<file path="src/rtl/uart_rx_fifo.sv">
// Receive-side FWFT buffer between the UART core and the host register interface.
// Define RX_TIMEOUT_EN to build the character-timeout interrupt.
module uart_rx_fifo #(
    parameter int DEPTH         = 16,
    parameter int TIMEOUT_TICKS = 64,
    localparam int AW           = $clog2(DEPTH)
) (
    input  logic          clk,
    input  logic          rst,
    input  logic [7:0]    wr_data,
    input  logic          wr_valid,
    input  logic          wr_error,
    input  logic          baud16_en,
    input  logic          rd_en,
    input  logic          flush,
    input  logic          ovr_clr,
    input  logic [AW:0]   thresh,
    output logic [7:0]    rd_data,
    output logic          rd_error,
    output logic          empty,
    output logic          full,
    output logic [AW:0]   level,
    output logic          overrun,
    output logic          thresh_irq,
    output logic          timeout_irq
);

    typedef struct packed {
        logic       err;
        logic [7:0] data;
    } entry_t;

    localparam logic [AW:0]   LVL_MAX = (AW+1)'(DEPTH);
    localparam logic [AW:0]   LVL_ONE = (AW+1)'(1);
    localparam logic [AW-1:0] PTR_ONE = AW'(1);

    entry_t        mem [DEPTH];
    entry_t        head;
    logic [AW-1:0] wr_ptr, rd_ptr;
    logic [AW:0]   level_q;
    logic          do_wr, do_rd, ovr_set;

    assign empty   = (level_q == '0);
    assign full    = (level_q == LVL_MAX);
    assign level   = level_q;

    // A pop frees the slot the same cycle, so a write into a full FIFO
    // with rd_en asserted is accepted rather than counted as an overrun.
    assign do_rd   = rd_en && !empty;
    assign do_wr   = wr_valid && (!full || rd_en);
    assign ovr_set = wr_valid && full && !rd_en;

    always_ff @(posedge clk or posedge rst) begin
        if (rst) begin
            wr_ptr  <= '0;
            rd_ptr  <= '0;
            level_q <= '0;
            overrun <= 1'b0;
        end else if (flush) begin
            wr_ptr  <= '0;
            rd_ptr  <= '0;
            level_q <= '0;
            overrun <= 1'b0;
        end else begin
            if (do_wr) wr_ptr <= wr_ptr + PTR_ONE;
            if (do_rd) rd_ptr <= rd_ptr + PTR_ONE;
            case ({do_wr, do_rd})
                2'b10:   level_q <= level_q + LVL_ONE;
                2'b01:   level_q <= level_q - LVL_ONE;
                default: level_q <= level_q;
            endcase
            if (ovr_set)      overrun <= 1'b1;
            else if (ovr_clr) overrun <= 1'b0;
        end
    end

    // Storage carries no reset; only the pointers define validity.
    always_ff @(posedge clk) begin
        if (do_wr && !flush) mem[wr_ptr] <= entry_t'{err: wr_error, data: wr_data};
    end

    assign head     = mem[rd_ptr];
    assign rd_data  = empty ? 8'h00 : head.data;
    assign rd_error = empty ? 1'b0  : head.err;

    // level never exceeds DEPTH, so a thresh above DEPTH can never fire.
    assign thresh_irq = (thresh != '0) && (level_q >= thresh);

`ifdef RX_TIMEOUT_EN
    localparam int            CW      = $clog2(TIMEOUT_TICKS + 1);
    localparam logic [CW-1:0] CNT_MAX = CW'(TIMEOUT_TICKS);
    localparam logic [CW-1:0] CNT_ONE = CW'(1);

    logic [CW-1:0] to_cnt, to_cnt_nxt;
    logic          to_irq, activity;

    assign activity = flush || do_wr || do_rd;

    always_comb begin
        to_cnt_nxt = to_cnt;
        if (activity || empty)
            to_cnt_nxt = '0;
        else if (baud16_en && to_cnt != CNT_MAX)
            to_cnt_nxt = to_cnt + CNT_ONE;
    end

    // The flag rises on the same edge the counter reaches its limit.
    always_ff @(posedge clk or posedge rst) begin
        if (rst) begin
            to_cnt <= '0;
            to_irq <= 1'b0;
        end else begin
            to_cnt <= to_cnt_nxt;
            if (activity)                   to_irq <= 1'b0;
            else if (to_cnt_nxt == CNT_MAX) to_irq <= 1'b1;
        end
    end

    assign timeout_irq = to_irq;
`else
    logic unused_baud;
    assign unused_baud = baud16_en;
    assign timeout_irq = 1'b0;
`endif

endmodule

</file>
<file path="config.mk">
export PLATFORM = sky130hd
export DESIGN_NAME = uart_rx_fifo
export DESIGN_NICKNAME = d
export VERILOG_FILES = /design/src/rtl/uart_rx_fifo.sv
export SDC_FILE = /design/constraint.sdc
export NUM_CORES = 1
export LEC_CHECK = 0
export CAP_MARGIN = 20
export CORE_ASPECT_RATIO = 1.75
export CORE_MARGIN = 4
export CORE_UTILIZATION = 45
export DETAILED_ROUTE_END_ITERATION = 8
export SYNTH_ARGS = -nofsm -noshare
export SYNTH_HDL_FRONTEND = slang
export SYNTH_SLANG_ARGS = --single-unit
</file>
<file path="constraint.sdc">
create_clock -name clk -period 7.2 [get_ports clk]
set_input_delay 1.8 -clock clk [delete_from_list [all_inputs] [get_ports clk]]
set_output_delay 1.8 -clock clk [all_outputs]
set_load 0.05 [all_outputs]
</file>
# ---- Word-level counts from Yosys, hierarchy flattened
# Memory sizes are Yosys's and may differ from the RTL's.
# Index checks and enable logic that the tools add are counted.
dict set report classes {
  add_sub_neg 4
  magnitude_cmp 1
  eq_ne 3
  n_mux 13
  reduce_logical 17
}
# cell count
set ops {}
lappend ops {{two-way mux 4 bit} 4}
lappend ops {{one-hot mux 5 bit (2 select lines)} 1}
lappend ops {{adder 4 x 1 -> 4 bit (second input constant)} 2}
lappend ops {{two-way mux 8 bit} 1}
lappend ops {{logical AND 1 bit} 6}
lappend ops {{two-way mux 1 bit} 6}
lappend ops {{nonzero test 3 bit} 2}
lappend ops {{adder 5 x 1 -> 5 bit (second input constant)} 1}
lappend ops {{== test 5 bit (second input constant)} 1}
lappend ops {{>= comparator 5 bit} 1}
lappend ops {{logical NOT 5 bit} 1}
lappend ops {{two-way mux 5 bit} 1}
lappend ops {{nonzero test 5 bit} 1}
lappend ops {{subtractor 5 x 1 -> 5 bit (second input constant)} 1}
lappend ops {{logical NOT 1 bit} 4}
lappend ops {{nonzero test 2 bit} 2}
lappend ops {{== test 2 x 1 -> 1 bit (second input constant)} 1}
lappend ops {{== test 2 bit (second input constant)} 1}
lappend ops {{logical OR 1 bit} 1}
dict set report totals {
  regBits 14
  ramBits 144
  input_bits 21
  out_inout_bits 19
  word_cells 43
  mem_count 1
}
# memory words word_bits read_ports rd_ports_with_merged_regs wr line
set mem_list {}
lappend mem_list {mem 16 9 1 0 1 37} ;# entry_t mem [DEPTH];

# ---- Logic depth before layout (Yosys ltp)
dict set report logic_depth {
  ltp_word 7
  mapped_depth 10
  depth_no_buf 9
}

# ---- Worst setup path before layout
# Ideal clock, no wire load.
dict set report synth_timing {
  kind {input to output}
  from {input port thresh[0]}
  to {output port thresh_irq}
  t_arrival_ps 3116
  required_time_ps 5400
  slack_ps 2284
  path_stages 6
  path_buffers 0
  cell_sequence {ha_1 -> nand2b_1 -> a21oi_1 -> nor2b_1 -> o21ai_0 -> a21oi_1}
}
dict set report synth_between {
  elab_chain_cells 2
  word_cells_on_any_way 3
  classes_between {order compare: 1; reduce/logical: 2}
}
# item line
set synth_lines {}
lappend synth_lines {{start: declaration} 17} ;# input logic [AW:0] thresh,
lappend synth_lines {{>= comparator 5 bit / nonzero test 5 bit (equally long branches)} 87} ;# assign thresh_irq = (thresh != '0) && (level_q >= thresh);
lappend synth_lines {{logical AND 1 bit (*)} 87}
lappend synth_lines {{end: declaration} 24} ;# output logic thresh_irq,
# Every way passes the cells marked *; elsewhere a longest branch is shown, timed or not.

# ---- Final worst setup path
# Ends and elaborated chain as after synthesis.

==> summary.txt <==
Switch share: 32.43%
Post-CTS Setup Inserts: 0
Setup crit end kind: output port
Fin. max-slew vios: 0
Final Cycle Share: 77.80%
Critical path class: in2out
Largest net degree at the start of global routing: 32
Die width: 99.40 um
DR vias/cell: 5.546
Post-CTS sizing: 0
Fill cell count: 1201
Post-synth top flop: edfxtp_1
Slew margin rel.: 27.35%
Clock Skews: 12.28 ps
Psw: 881.9 uW
PD cells: 354.3 nW/um^2
GRT Max-Usage Layer: met2
Static Leak: 0.002478 uW
Number of remaining DRC errors: 0
Flop pwr share: 40.5%
Most frequent cells in the layout: edfxtp_1, clkdlybuf4s50_1, mux4_2
Post-route ant nets: 0
CTS H-tree lvls: 4
Tot GR Track Use: 16.80%
Max Clk Rate: 178.5 MHz
Slew at the pin closest to its max-slew limit: 1086 ps
Synth Cell Area: 6579 sq um
DR pass1 iterations: 4
FP Rows: 58
Clk root buf: clkbuf_16
Clock Sinks: 158
Avg Inst Size Synth: 18.17 sq um
Die area: 16690 sq um
I/O pins: 40
# setup viols final: 0
Worst setup SP type: input port
Setup TNS: 0 ps
DRT Wirelength: 12.97 mm
Max-cap viol count: 0
Yosys cell types: 39
WP data arrival: 3800 ps
RSZ-0062 raised after global routing: false
Outcome: complete, no violations
Clock Path Buffers: 2
Clock Latency Late Sink: 420 ps
Core ar.: 14370 sq um
Critical path fanouts, max: 2
Starting density of the core: 45.79%
Starting DRT DRC Count: 177
Clk pwr share: 31.1%
P_int: 1837 uW
Final min period: 5601 ps
Gate Count Post-Synth: 362
Post-DP HPWL: 8.619 mm
Initial antenna violation count: 0
Synth Warn #: 0
Hold Fails Final Rpt: 0
Clock slew at reported path FFs: 60 ps
Max rail drop VDD: 0.0002319 V
TritonCTS clock tree: done
Vert. Die Dim: 168.0 um
Placed instance area: 7113 sq um
GR Util met1: 20.13%
Wire per inst: 21.73 um
Register area: 4676 sq um
First-pass GRT wire length: 20.46 mm
Number of synthesized register bits: 158
CTS Hold Buffers Added: 0
Worst hold path class: reg2reg
Layout cells sized above 1: 19.18%
CP required: 5400 ps
Net count after synthesis: 395
Seq/Total Area, Yosys: 71.05%
EDFF count, synth: 144
TritonCTS Buffers: 17
Ys async rst share: 8.861%
IO Port Bufs: 37
Gr ovfl total: 0
Layout area overhead: 16.66%
Final net count: 437
Vias in the first global route: 3479
Met3 Use GR: 3.358%
Gate power share: 28.4%
Most common cell after layout, fill and taps aside: edfxtp_1
Multi-input gate area: 1774 sq um
GRT met2 Usage: 29.74%
Post-route cell area: 7675 sq um
Via count: 3311
# diodes: 0
GP Congestion: 0.7378
[critical path: stages]
cell and delay [ps]:
clkdlybuf4s50_1 430, ha_1 300, nand2b_1 140, a21oi_1 140, nor2b_1 50, o21ai_0 150, a21oi_1 80, clkdlybuf4s50_1 710
[state kept, by name (all words and copies together) (netlist names)]
name,count
level,5
rd_ptr,4
mem,144
overrun,1
wr_ptr,4
[Yosys cell counts (2+ instances only)]
library cell  count  area, sq um
o22ai_1          10        62.56
nor2b_1           4        25.02
nand2b_1          3        18.77
xor2_1            4        35.03
edfxtp_1        144         4324
clkbuf_1          9        33.78
ha_1             12        150.1
mux4_2           36        810.8
dfrtp_1          14        350.3
buf_4             2        15.01
nand2_1          13        48.80
o21ai_0           4        20.02
or4_1             2        15.01
mux2i_1          20        200.2
nand3_1           4        20.02
a21oi_1           9        45.04
a22oi_1           2        15.01
nor2_1           30        112.6
buf_2             5        25.02
or3_1             2        12.51
xnor2_1           4        35.03
inv_1            12        45.04
[path summary, 6_finish.rpt]
kind | slack (ps) | from | cells after the start | to
worst max-delay path | 1600 | thresh[0] | 8 | thresh_irq
worst min-delay path | 600 | rd_ptr[2]$_DFFE_PP0P_ | 2 | rd_ptr[2]$_DFFE_PP0P_
worst max register to register | 4380 | level[1]$_DFFE_PP0P_ | 9 | level[4]$_DFFE_PP0P_
worst min register to register | 600 | rd_ptr[2]$_DFFE_PP0P_ | 2 | rd_ptr[2]$_DFFE_PP0P_
max in group asynchronous | 5030 | rst | 2 | rd_ptr[0]$_DFFE_PP0P_
min in group asynchronous | 1750 | rst | 2 | overrun$_DFFE_PP0P_
[layout make-up]
| cell class | count | area share, % |
|---|---|---|
| repair buffers | 40 | 5.119 |
| multi-input cells | 175 | 23.12 |
| flip-flops and latches | 158 | 60.92 |
| inverters | 12 | 0.5869 |
| clock inverters | 14 | 1.728 |
| clock buffers | 18 | 5.592 |
| well taps | 180 | 2.934 |
[metal layers]
metal | vias up | wire (um) | share of wire (%)
met5 | - | 0 | 0
met4 | 0 | 191 | 1.5
met3 | 10 | 287 | 2.2
met2 | 47 | 7433 | 57
met1 | 1738 | 5062 | 39
li1 | 1516 | - | -
[kinds of logic after synthesis]
logic type                 Yosys count  share of synthesized area (%)
muxes                               57                          15.54
buffers and inverters               29                          1.978
adders and majority gates           12                          2.282
xor gates and xnor gates             8                          1.065
AOI/OAI and AO/OA                   31                          3.271
other                                1                        0.05700
DFF                                158                          71.05
and+or+nand+nor                     66                          4.755
[power by group through the flow]
stage	Sequential, uW	Combinational (uW)	Clock [uW]
after floorplan	1110	572	0
after global placement	1120	780	0
after detailed placement	1130	786	0
after CTS	1110	787	863
after global routing	1110	829	900
final	1100	773	845
[metrics by stage]
stage	utilization (%)	setup WS (ps)	total power (uW)	cells	hold slack (ps)
finish	53.41	1599	2719	597	597.9
CTS	53.41	1578	2756	597	597.9
detailed placement	49.50	1578	1912	565	579.7
floorplan	-	2284	1680	362	503.9
global placement	49.50	1616	1904	565	566.0
global route	53.41	1481	2843	597	634.1
Note: power is estimated with default switching activity, not from simulation.
==> RTL change, RTL diff (config.mk and constraints unchanged) <==
`DEPTH`: 16 -> 32.
--- a/src/rtl/uart_rx_fifo.sv
+++ b/src/rtl/uart_rx_fifo.sv
@@ -3,3 +3,3 @@
 module uart_rx_fifo #(
-    parameter int DEPTH         = 16,
+    parameter int DEPTH         = 32,
     parameter int TIMEOUT_TICKS = 64,
Interface: changed (resized level and thresh); port bits go from 40 to 42. No check against the original RTL was run, so the function may have changed too.
==> RTL change against the unedited design <==
Design area rose by 84%; synthesized cell count grew 73%; wire length increased by 100%; sequential cell count up 147; setup slack got worse by 0.17 ns; area after synthesis grew 89%; power increased by 68%; sequential share of layout area increased by 3.3 points; critical path type is now flip-flop to output pin; critical endpoint is now rd_data[1].
==> RTL change: results (changes against the unedited design) <==
| Metric | Value |
|---|---|
| H-tree levels | `1 (-3)` |
| Routed len/inst | `24.8 um (+14%)` |
| Largest net degree at the start of global routing | `57 (+78%)` |
| CP max FO | `40 (+38)` |
| Sequential fraction of the synthesis area | `73.0% (+2.0 points)` |
| Routability Congestion | `0.834 (+13%)` |
| Setup Skew | `0.0100 ns (-0.00226 ns)` |
| First DRT Iteration DRCs | `474 (+170%)` |
| Reg2Reg Setup Slack | `4.07 ns (-0.31 ns)` |
| Synth Warn # | `0 (unchanged)` |
| Post-CTS setup buffers | `0 (unchanged)` |
| DP Area | `13,200 um2 (+86%)` |
| HP Class | `flip-flop to flip-flop` |
| Share of cells above drive strength 1 | `19.9% (+0.73 points)` |
| CTS root buffer | `clkbuf_16` |
| Synth cell count leaders | `edfxtp_1, mux4_2, nor2_1, dfrtp_1, nand2_1` |
| Worst Hold End | `wr_ptr[1]$_DFFE_PP0P_` |
| Initial antenna violation count | `0 (unchanged)` |
| EDFF count, synth | `288 (+100%)` |
| Status | `finished, final reports clean` |
| Vias in the first global route | `6,416 (+84%)` |
| Total CTS buffers | `27 (+10)` |
| First-pass GRT wire length | `40.1 mm (+96%)` |
| Max FFs per register | `288 (+100%)` |
| Sw Ratio | `31.0% (-1.5 points)` |
| Drt first pass iters | `5 (+1)` |
| Clk Latency, worst-skew pair | `0.53 ns (+0.11 ns)` |
| Clock tree buffer depth | `3 (+1)` |
| Nets@finish | `712 (+63%)` |
| HPWL Detailed | `17.1 mm (+98%)` |
| Reg2Reg Depth | `8 (-1)` |
| Critical path arrival | `3.97 ns (+0.17 ns)` |
| Min-Delay Startpoint | `wr_ptr[1]$_DFFE_PP0P_` |
| Max VDD drop | `284 uV (+22%)` |
| Reg2reg start | `level[3]$_DFFE_PP0P_` |
| Top post-synthesis cells by area | `edfxtp_1, mux4_2, dfrtp_1, nor2_1, ha_1` |
| # port buffers | `39 (+5.4%)` |
| Post-cts sizing count | `0 (unchanged)` |
| Unique masters post-synth | `54 (+38%)` |
| Vias per cell | `5.75 (+3.6%)` |
| R2r endpoint | `level[4]$_DFFE_PP0P_` |
| GRT Util Overall | `17.5% (+0.72 points)` |
| Actual slew at the worst max-slew pin | `1.12 ns (+0.0315 ns)` |
| Pleak | `0.00440 uW (+78%)` |
| Async SR Flop Fraction | `5.57% (-3.3 points)` |
| Syn Nets | `663 (+68%)` |
| Hold depth | `2 (unchanged)` |
| CTS clk-pin slew, worst paths | `0.06 ns (about the same)` |
## RTL change: worst max path at each step
stage	start	endpoint	slack [ns]	cells past startpoint
after floorplan	thresh[0]	thresh_irq	1.92	6
after global placement	thresh[0]	thresh_irq	1.42	8
after detailed placement	thresh[0]	thresh_irq	1.44	8
after CTS	rd_ptr[1]$_DFFE_PP0P_	rd_data[1]	1.32	6
after global routing	rd_ptr[1]$_DFFE_PP0P_	rd_data[1]	1.18	6
final	rd_ptr[1]$_DFFE_PP0P_	rd_data[1]	1.43	6
## RTL change: critical path, stage by stage (launching register included)
cell and delay (ns):
dfrtp_4 0.96, buf_12 0.36, mux4_2 0.57, mux4_2 0.54, inv_1 0.09, a221oi_1 0.10
clkdlybuf4s50_1 0.76
## RTL change: layer usage
layer  GRT usage (%)  vias to the layer above  wire [um]  part of all wire (%)
met5               0                        -          0                     0
met4            7.14                        0       1040                   3.9
met3            2.43                       49       1050                   4.0
met2            31.0                      160      14200                    54
met1            21.7                     3247      10100                    38
li1                -                     2646          -                     -
## RTL change: cell families after synthesis
logic type / after synthesis / synth area share [%]
muxes: 93 / 15.7
AOI/OAI and AO/OA: 47 / 3.04
buffers and inverters: 49 / 2.09
and+or+nand+nor: 107 / 3.98
adders and majority gates: 14 / 1.41
xor gates and xnor gates: 11 / 0.775
DFF: 305 / 73.0
other: 1 / 0.0302
## RTL change: cell type report
type	instances	area, um2
clock buffer	41	748
clock inverter	5	26.3
fill	2210	13100
inverter	16	60.1
multi-input combinational	273	3090
sequential	305	9080
tap	369	462
timing repair buffer	53	676
## RTL change: power by group through the flow
stage	Clock [uW]	Sequential [uW]	Combinational, uW
floorplan	0	2090	807
global placement	0	2100	1190
detailed placement	0	2100	1210
CTS	1340	2060	1210
global route	1420	2070	1280
finish	1310	2060	1200
## RTL change: per-stage QoR
| stage | cells | setup slack [ns] | hold WS [ns] |
|---|---|---|---|
| 2_1_floorplan | 627 | 1.92 | 0.556 |
| 3_3_place_gp | 1006 | 1.42 | 0.572 |
| 3_5_place_dp | 1009 | 1.44 | 0.606 |
| 4_1_cts | 1055 | 1.32 | 0.615 |
| 5_1_grt | 1062 | 1.18 | 0.650 |
| 6_report | 1062 | 1.43 | 0.614 |
